--- src/rtl/button_bank.sv ---
// Push-button conditioner bank: per channel synchroniser, sampled debounce,
// press/release pulses and hold-to-repeat, sharing one sample-tick divider.
module button_bank #(
   parameter int N             = 5,
   parameter int SAMPLE_DIV    = 100000,
   parameter int DB_SAMPLES    = 4,
   parameter int REPEAT_DELAY  = 500,
   parameter int REPEAT_PERIOD = 100
) (
   input  logic         clk_i,
   input  logic         rst_i,
   input  logic [N-1:0] pb_i,
   input  logic [N-1:0] repeat_en_i,
   output logic [N-1:0] level_o,
   output logic [N-1:0] press_o,
   output logic [N-1:0] release_o,
   output logic [N-1:0] rep_o,
   output logic [N-1:0] evt_o
);
   localparam int DW = (SAMPLE_DIV > 1) ? $clog2(SAMPLE_DIV) : 1;

   logic [DW-1:0] div_q, div_d;
   logic          tick;

   assign tick  = (div_q == DW'(SAMPLE_DIV - 1));
   assign div_d = tick ? '0 : div_q + 1'b1;

   always_ff @(posedge clk_i or posedge rst_i) begin
      if (rst_i) div_q <= '0;
      else       div_q <= div_d;
   end

   for (genvar i = 0; i < N; i++) begin : g_chan
      button_chan #(
         .DB_SAMPLES    (DB_SAMPLES),
         .REPEAT_DELAY  (REPEAT_DELAY),
         .REPEAT_PERIOD (REPEAT_PERIOD)
      ) u_chan (
         .clk_i       (clk_i),
         .rst_i       (rst_i),
         .pb_i        (pb_i[i]),
         .tick_i      (tick),
         .repeat_en_i (repeat_en_i[i]),
         .level_o     (level_o[i]),
         .press_o     (press_o[i]),
         .release_o   (release_o[i]),
         .rep_o       (rep_o[i])
      );
   end

   assign evt_o = press_o | rep_o;
endmodule

module button_chan #(
   parameter int DB_SAMPLES    = 4,
   parameter int REPEAT_DELAY  = 500,
   parameter int REPEAT_PERIOD = 100
) (
   input  logic clk_i,
   input  logic rst_i,
   input  logic pb_i,
   input  logic tick_i,
   input  logic repeat_en_i,
   output logic level_o,
   output logic press_o,
   output logic release_o,
   output logic rep_o
);
   localparam int RMAX = (REPEAT_DELAY > REPEAT_PERIOD) ? REPEAT_DELAY : REPEAT_PERIOD;
   localparam int CW   = $clog2(RMAX + 1);

   typedef enum logic [1:0] {IDLE, HOLD, REPEAT} state_t;

   logic [1:0]            sync_q;
   logic [DB_SAMPLES-1:0] sr_q, sr_d;
   logic                  level_q, level_d;
   logic                  press_q, press_d;
   logic                  release_q, release_d;
   logic                  rep_q, rep_d;
   state_t                state_q, state_d;
   logic [CW-1:0]         cnt_q, cnt_d, cnt_inc;

   // Level is decided from the post-shift window so it moves on the same edge
   // as the sample that completes the run.
   always_comb begin
      sr_d    = tick_i ? {sr_q[DB_SAMPLES-2:0], sync_q[1]} : sr_q;
      level_d = level_q;
      if (&sr_d)       level_d = 1'b1;
      else if (~|sr_d) level_d = 1'b0;
      press_d   = level_d & ~level_q;
      release_d = ~level_d & level_q;
   end

   always_comb begin
      state_d = state_q;
      cnt_d   = cnt_q;
      rep_d   = 1'b0;
      cnt_inc = cnt_q + 1'b1;
      if (release_d) begin
         state_d = IDLE;
         cnt_d   = '0;
      end else begin
         case (state_q)
            IDLE: if (press_d) begin
               state_d = HOLD;
               cnt_d   = '0;
            end
            HOLD: begin
               if (!repeat_en_i) cnt_d = '0;
               else if (tick_i) begin
                  if (cnt_inc == CW'(REPEAT_DELAY)) begin
                     rep_d   = 1'b1;
                     cnt_d   = '0;
                     state_d = REPEAT;
                  end else cnt_d = cnt_inc;
               end
            end
            REPEAT: begin
               if (!repeat_en_i) begin
                  state_d = HOLD;
                  cnt_d   = '0;
               end else if (tick_i) begin
                  if (cnt_inc == CW'(REPEAT_PERIOD)) begin
                     rep_d = 1'b1;
                     cnt_d = '0;
                  end else cnt_d = cnt_inc;
               end
            end
            default: begin
               state_d = IDLE;
               cnt_d   = '0;
            end
         endcase
      end
   end

   always_ff @(posedge clk_i or posedge rst_i) begin
      if (rst_i) begin
         sync_q    <= '0;
         sr_q      <= '0;
         level_q   <= 1'b0;
         press_q   <= 1'b0;
         release_q <= 1'b0;
         rep_q     <= 1'b0;
         state_q   <= IDLE;
         cnt_q     <= '0;
      end else begin
         sync_q    <= {sync_q[0], pb_i};
         sr_q      <= sr_d;
         level_q   <= level_d;
         press_q   <= press_d;
         release_q <= release_d;
         rep_q     <= rep_d;
         state_q   <= state_d;
         cnt_q     <= cnt_d;
      end
   end

   assign level_o   = level_q;
   assign press_o   = press_q;
   assign release_o = release_q;
   assign rep_o     = rep_q;
endmodule

--- config.mk ---
export PLATFORM = sky130hd
export DESIGN_NAME = button_bank
export DESIGN_NICKNAME = d
export VERILOG_FILES = /design/src/rtl/button_bank.sv
export SDC_FILE = /design/constraint.sdc
export NUM_CORES = 1
export LEC_CHECK = 0
export CAP_MARGIN = 20
export CORE_MARGIN = 2
export CORE_UTILIZATION = 44
export CTS_BUF_LIST = sky130_fd_sc_hd__clkbuf_8
export DETAILED_ROUTE_END_ITERATION = 12
export MAX_ROUTING_LAYER = met4
export SYNTH_ARGS = -nofsm -noshare
export SYNTH_HDL_FRONTEND = slang
export SYNTH_SLANG_ARGS = --single-unit
--- constraint.sdc ---
create_clock -name clk_i -period 5.7 [get_ports clk_i]
set_input_delay 1.14 -clock clk_i [delete_from_list [all_inputs] [get_ports clk_i]]
set_output_delay 1.14 -clock clk_i [all_outputs]
set_load 0.1 [all_outputs]
# Word level (Yosys, flattened, before mapping)
# Cells that the tools add are included.
# classes
add_sub_neg	6
eq_ne	56
muxes	136
bitwise	21
reduce_logical	25
# op_table
operator	count
2-to-1 mux 9 bit	40
one-hot mux 9 bit (3 select lines)	5
2-to-1 mux 2 bit	30
adder 9 x 1 -> 9 bit, second input constant	5
== test 9 x 7 -> 1 bit, second input constant	5
== test 9 bit, second input constant	5
2-to-1 mux 1 bit	45
!= test 3 x 2 -> 1 bit, second input constant	14
!= test 3 x 1 -> 1 bit, second input constant	11
!= test 4 x 3 -> 1 bit, second input constant	8
one-hot mux 2 bit (3 select lines)	5
AND reduction 5 bit	5
2-to-1 mux 4 bit	5
AND reduction 4 bit	5
OR reduction 4 bit	5
adder 17 x 1 -> 17 bit, second input constant	1
== test 17 bit, second input constant	1
2-to-1 mux 17 bit	1
AND reduction 3 bit	5
AND 1 bit	10
== test 2 x 1 -> 1 bit, second input constant	5
== test 2 bit, second input constant	5
zero test 2 bit	5
inverter 1 bit	10
3 further kinds	8
# word_totals
reg_bits	122
input_bits	12
elab_cells	285

# Logic depth before layout (Yosys ltp)
# depth
ltp_word	9
depth_mapped	10

# By module
# A second synthesis with hierarchy kept.
# hier_totals
cells_unflattened	793
area_unflattened_um2	7651.1
# by_module_without_submodules
module	instances	cells_per_inst	area_each_um2	seq_area_each_um2
button_chan at g_chan[1].u_chan ...	3	139	1331.3	525.5
button_chan at g_chan[4].u_chan	1	150	1412.6	525.5
button_chan at g_chan[0].u_chan	1	146	1387.6	525.5
button_bank	1	80	857.1	425.4

# Least setup slack after synthesis
# Ideal clock, no wire load.
# synth_path
path_type	register -> register
start	reg div_q[0]
end	reg g_chan[1].u_chan.cnt_q[5]
setup_time_ps	92
t_arrival_ps	2440
path_slack_ps	3169
stages_incl_launch_ff	11
n_path_buf	3
cell_sequence	dfrtp_1 -> ha_1 -> and4_1 -> buf_2 -> a41oi_1 -> a211oi_4 -> or3_1 -> buf_2 -> or2_1 -> buf_6 -> o31ai_2
# synth_via
elab_chain_cells	9
# synth_rtl
item	line	source
from (decl)	22	logic [DW-1:0] div_q, div_d;
from (signal assigned)	30	else div_q <= div_d;
== test 17 bit *	25	assign tick = (div_q == DW'(SAMPLE_DIV - 1));
2-to-1 mux 4 bit *	86	sr_d = tick_i ? {sr_q[DB_SAMPLES-2:0], sync_q[1]} : sr_q;
OR reduction 4 bit	89	else if (~|sr_d) level_d = 1'b0;
2-to-1 mux 1 bit	89	
2-to-1 mux 1 bit *	88	if (&sr_d) level_d = 1'b1;
inverter 1 bit *	91	release_d = ~level_d & level_q;
AND 1 bit *	91	
net g_chan[1].u_chan.release_d	78	logic release_q, release_d;
!= test 4 x 3 -> 1 bit (no source line) or != test 3 x 1 -> 1 bit (tied branches)	--	
AND reduction 3 bit (no source line)	--	
to (signal assigned)	155	cnt_q <= cnt_d;
to (decl)	81	logic [CW-1:0] cnt_q, cnt_d, cnt_inc;
# The timed path passes the listed nets; every way through them passes the cells marked *.
# A chain may end at the register's enable or synchronous reset.

# Final worst setup path
# layout_path
start	reg g_chan[3].u_chan.rep_q
end	out evt_o[3]
# layout_via
elab_chain_cells	1
# layout_rtl
item	line	source
from (decl)	79	logic rep_q, rep_d;
from (signal assigned)	153	rep_q <= rep_d;
OR 5 bit	51	assign evt_o = press_o | rep_o;
to (decl)	18	output logic [N-1:0] evt_o
# No other way between the ends.

==> flow_metrics.tcl <==
set metrics [dict create \
    status "finished clean" \
    cts_sinks 122 \
    grt_usage 0.1909 \
    wl_met1_um 7004 \
    syn2layout_area_growth_pct 11.88 \
    grt_max_degree 58 \
    grt_pass1_vias 5366 \
    hold_buffers 0 \
    drc 0 \
    final_nets 811 \
    synth_nets 793 \
    finalHoldViolations 0 \
    vias_per_cell 5.586 \
    wl_per_cell_um 14.68 \
    rows 46 \
    min_path_cells 0 \
    max_slew_margin 0.3461 \
    ff2ff_path_depth 7 \
    cts_tree "built" \
    syn_area_um2 6994 \
    rsz0062_at_grt "false" \
    cts_setup_buffers 0 \
    path_clk_slew_ns 0.07 \
    reg2reg_setup_slack_ns 2.53 \
    crit_arrival_ns 2.08 \
    portBuffers 36 \
    reg2reg_to "g_chan[2].u_chan.cnt_q[7]" \
    fmax_mhz 310.5 \
    worstSetupPathType "flip-flop to primary output" \
    ctsResizeCount 0 \
    ant_nets 0 \
    ys_ff_latch 122 \
    async_flop_share 1.000 \
    yosysWarnings 0 \
    worstReg2RegStart "div_q[0]" \
    leakagePower_nw 3.461 \
    final_common_cell "nand2_1" \
    wl_met3_um 506 \
    ys_types 78 \
    synth_edf_count 0 \
    die_y_um 130.1 \
    endpoint_kind "primary output" \
    period_share 0.5649 \
    clockRootBuffer "clkbuf_8" \
    setup_violations 0 \
    antenna_cells 0 \
    slew_violations 0 \
    ir_drop_mv 0.1518 \
    drive_above_1_share 0.08280 \
    cap_violations 0 \
    cp-start-kind "flip-flop" \
    clock_path_buffers 2 \
    die_x_um 130.1 \
    fin_tns_setup_ns 0 \
    power_density_nw_per_um2 221.8 \
    drt-total-wl_um 14690 \
    gp_congestion 0.8570 \
    dieArea_um2 16920 \
    hold_path_class "flip-flop to flip-flop" \
    coreArea_um2 15710 \
    grt_overflow 0 \
    syn_inst 755 \
    final_util 0.4980 \
    clk_latency_ns 0.44 \
    synth-main-ff-cell "dfrtp_1" \
    finClkSkew_ns 0.007315 \
    yosysSeqAreaShare 0.4365 \
    firstDrtPassIters 6 \
    min_from "g_chan[4].u_chan.sync_q[0]" \
    htree_levels 4 \
    tightest_slew_ns 0.9778 \
    cp_max_fo 2 \
    start_util 0.4451 \
    mostFrequentLayoutCells "124 x nand2_1, 122 x dfrtp_1, 41 x o21ai_0, 40 x nor2_1, 38 x nand3_1" \
    hold_end "g_chan[4].u_chan.sync_q[1]" \
    syn_avg_cell_area_um2 9.264 \
    grt_pass1_wl_um 25110 \
    top_layer "met4" \
    io-pin-count 37 \
    route.met2.wl_um 7029 \
    cp_data_required_time_ns 4.56 \
    numCtsBuffers 17 \
    antenna_found_initial 0 \
    fin_crit_ns 3.220 \
    hpwlAfterDp_um 10100 \
    first_iter_violations 349 \
    vias 5592 \
]
==> sequential cells by signal (all words and copies together), names as in the netlist <==
name,count
g_chan.u_chan.sr_q,20
div_q,17
g_chan.u_chan.sync_q,10
g_chan.u_chan.state_q,10
g_chan.u_chan.press_o,5
g_chan.u_chan.release_o,5
g_chan.u_chan.rep_o,5
g_chan.u_chan.level_o,5
g_chan.u_chan.cnt_q,45
==> critical path, cell delays in order, from the launching register on <==
cell and delay [ns]:
dfrtp_1 0.38, or2_2 0.29, clkdlybuf4s50_1 0.97
==> power breakdown <==
part           leakage, nW  internal, mW  switching, mW
clock network        0.223         0.483          0.337
logic                 1.58        0.0127         0.0264
registers             1.66         0.872        0.00517
==> cells by family (layout without fill, tap and decap cells) <==
| kind of cell | after synthesis | after routing | share of synthesized area |
|---|---|---|---|
| flip-flops | 122 | 122 | 0.4365 |
| adder cells (fa/ha/maj) | 26 | 26 | 0.04651 |
| AO/OA/AOI/OAI | 175 | 175 | 0.1857 |
| XOR/XNOR | 17 | 17 | 0.02129 |
| multiplexers | 10 | 10 | 0.01521 |
| buffers and inverters | 79 | 109 | 0.05796 |
| AND/OR/NAND/NOR | 326 | 326 | 0.2368 |
==> per-stage QoR <==
stage | hold slack, ns | area, um2 | total power [mW] | setup WS [ns] | cells
final | 0.3501 | 7825 | 1.736 | 2.480 | 1001
after floorplan | 0.3312 | 6994 | 0.9144 | 1.317 | 755
after global routing | 0.3570 | 7825 | 1.810 | 2.279 | 1001
after CTS | 0.3534 | 7825 | 1.763 | 2.438 | 1001
after detailed placement | 0.3347 | 7402 | 0.9335 | 2.359 | 970
after global placement | 0.3329 | 7402 | 0.9328 | 2.441 | 970
==> cell usage after synthesis (5+ instances only) <==
cell type,number,share of area
a21o_1,7,0.0075
inv_1,36,0.019
nand2_1,124,0.067
ha_1,26,0.047
or2_2,9,0.0080
a22o_1,16,0.020
clkbuf_1,11,0.0059
nand4_1,12,0.011
or3_1,9,0.0080
nor2_1,40,0.021
buf_4,20,0.021
and3_1,17,0.015
o31ai_1,10,0.011
a21oi_1,18,0.013
xor2_1,9,0.011
and2_1,9,0.0080
buf_2,7,0.0050
nand3_1,38,0.027
o2bb2a_1,5,0.0072
o41ai_1,5,0.0063
mux2i_1,5,0.0072
nor2b_1,7,0.0063
nor3_1,16,0.011
nand2b_1,11,0.0098
dfrtp_1,122,0.44
o22ai_1,10,0.0089
xnor2_1,8,0.010
mux2_2,5,0.0080
a31oi_1,6,0.0054
o21ai_0,41,0.029
a41oi_1,6,0.0075
==> worst max path at each step <==
stage / startpoint / to / slack, ns / cells after the start
2_1_floorplan: rst_i / div_q[0] / 1.32 / 1
3_3_place_gp: repeat_en_i[3] / g_chan[3].u_chan.cnt_q[0] / 2.44 / 6
3_5_place_dp: repeat_en_i[3] / g_chan[3].u_chan.cnt_q[0] / 2.36 / 6
4_1_cts: g_chan[3].u_chan.rep_o / evt_o[3] / 2.44 / 2
5_1_grt: div_q[0] / g_chan[2].u_chan.cnt_q[7] / 2.28 / 7
6_report: g_chan[3].u_chan.rep_o / evt_o[3] / 2.48 / 2
==> area by class of cell <==
class                           instances  area, um2
Tap cell                              216      270.3
Timing Repair Buffer                   42      405.4
Fill cell                            1421       7888
Multi-Input combinational cell        554       3536
Clock inverter                          9      120.1
Clock buffer                           22      302.8
Inverter                               36      137.6
Sequential cell                       122       3053
==> metal layers <==
metal,vias up,global-route usage
met5,-,-
met4,0,0.07337
met3,15,0.03936
met2,114,0.2932
met1,2715,0.2495
li1,2748,-
Power figures use the tool's default switching activity.
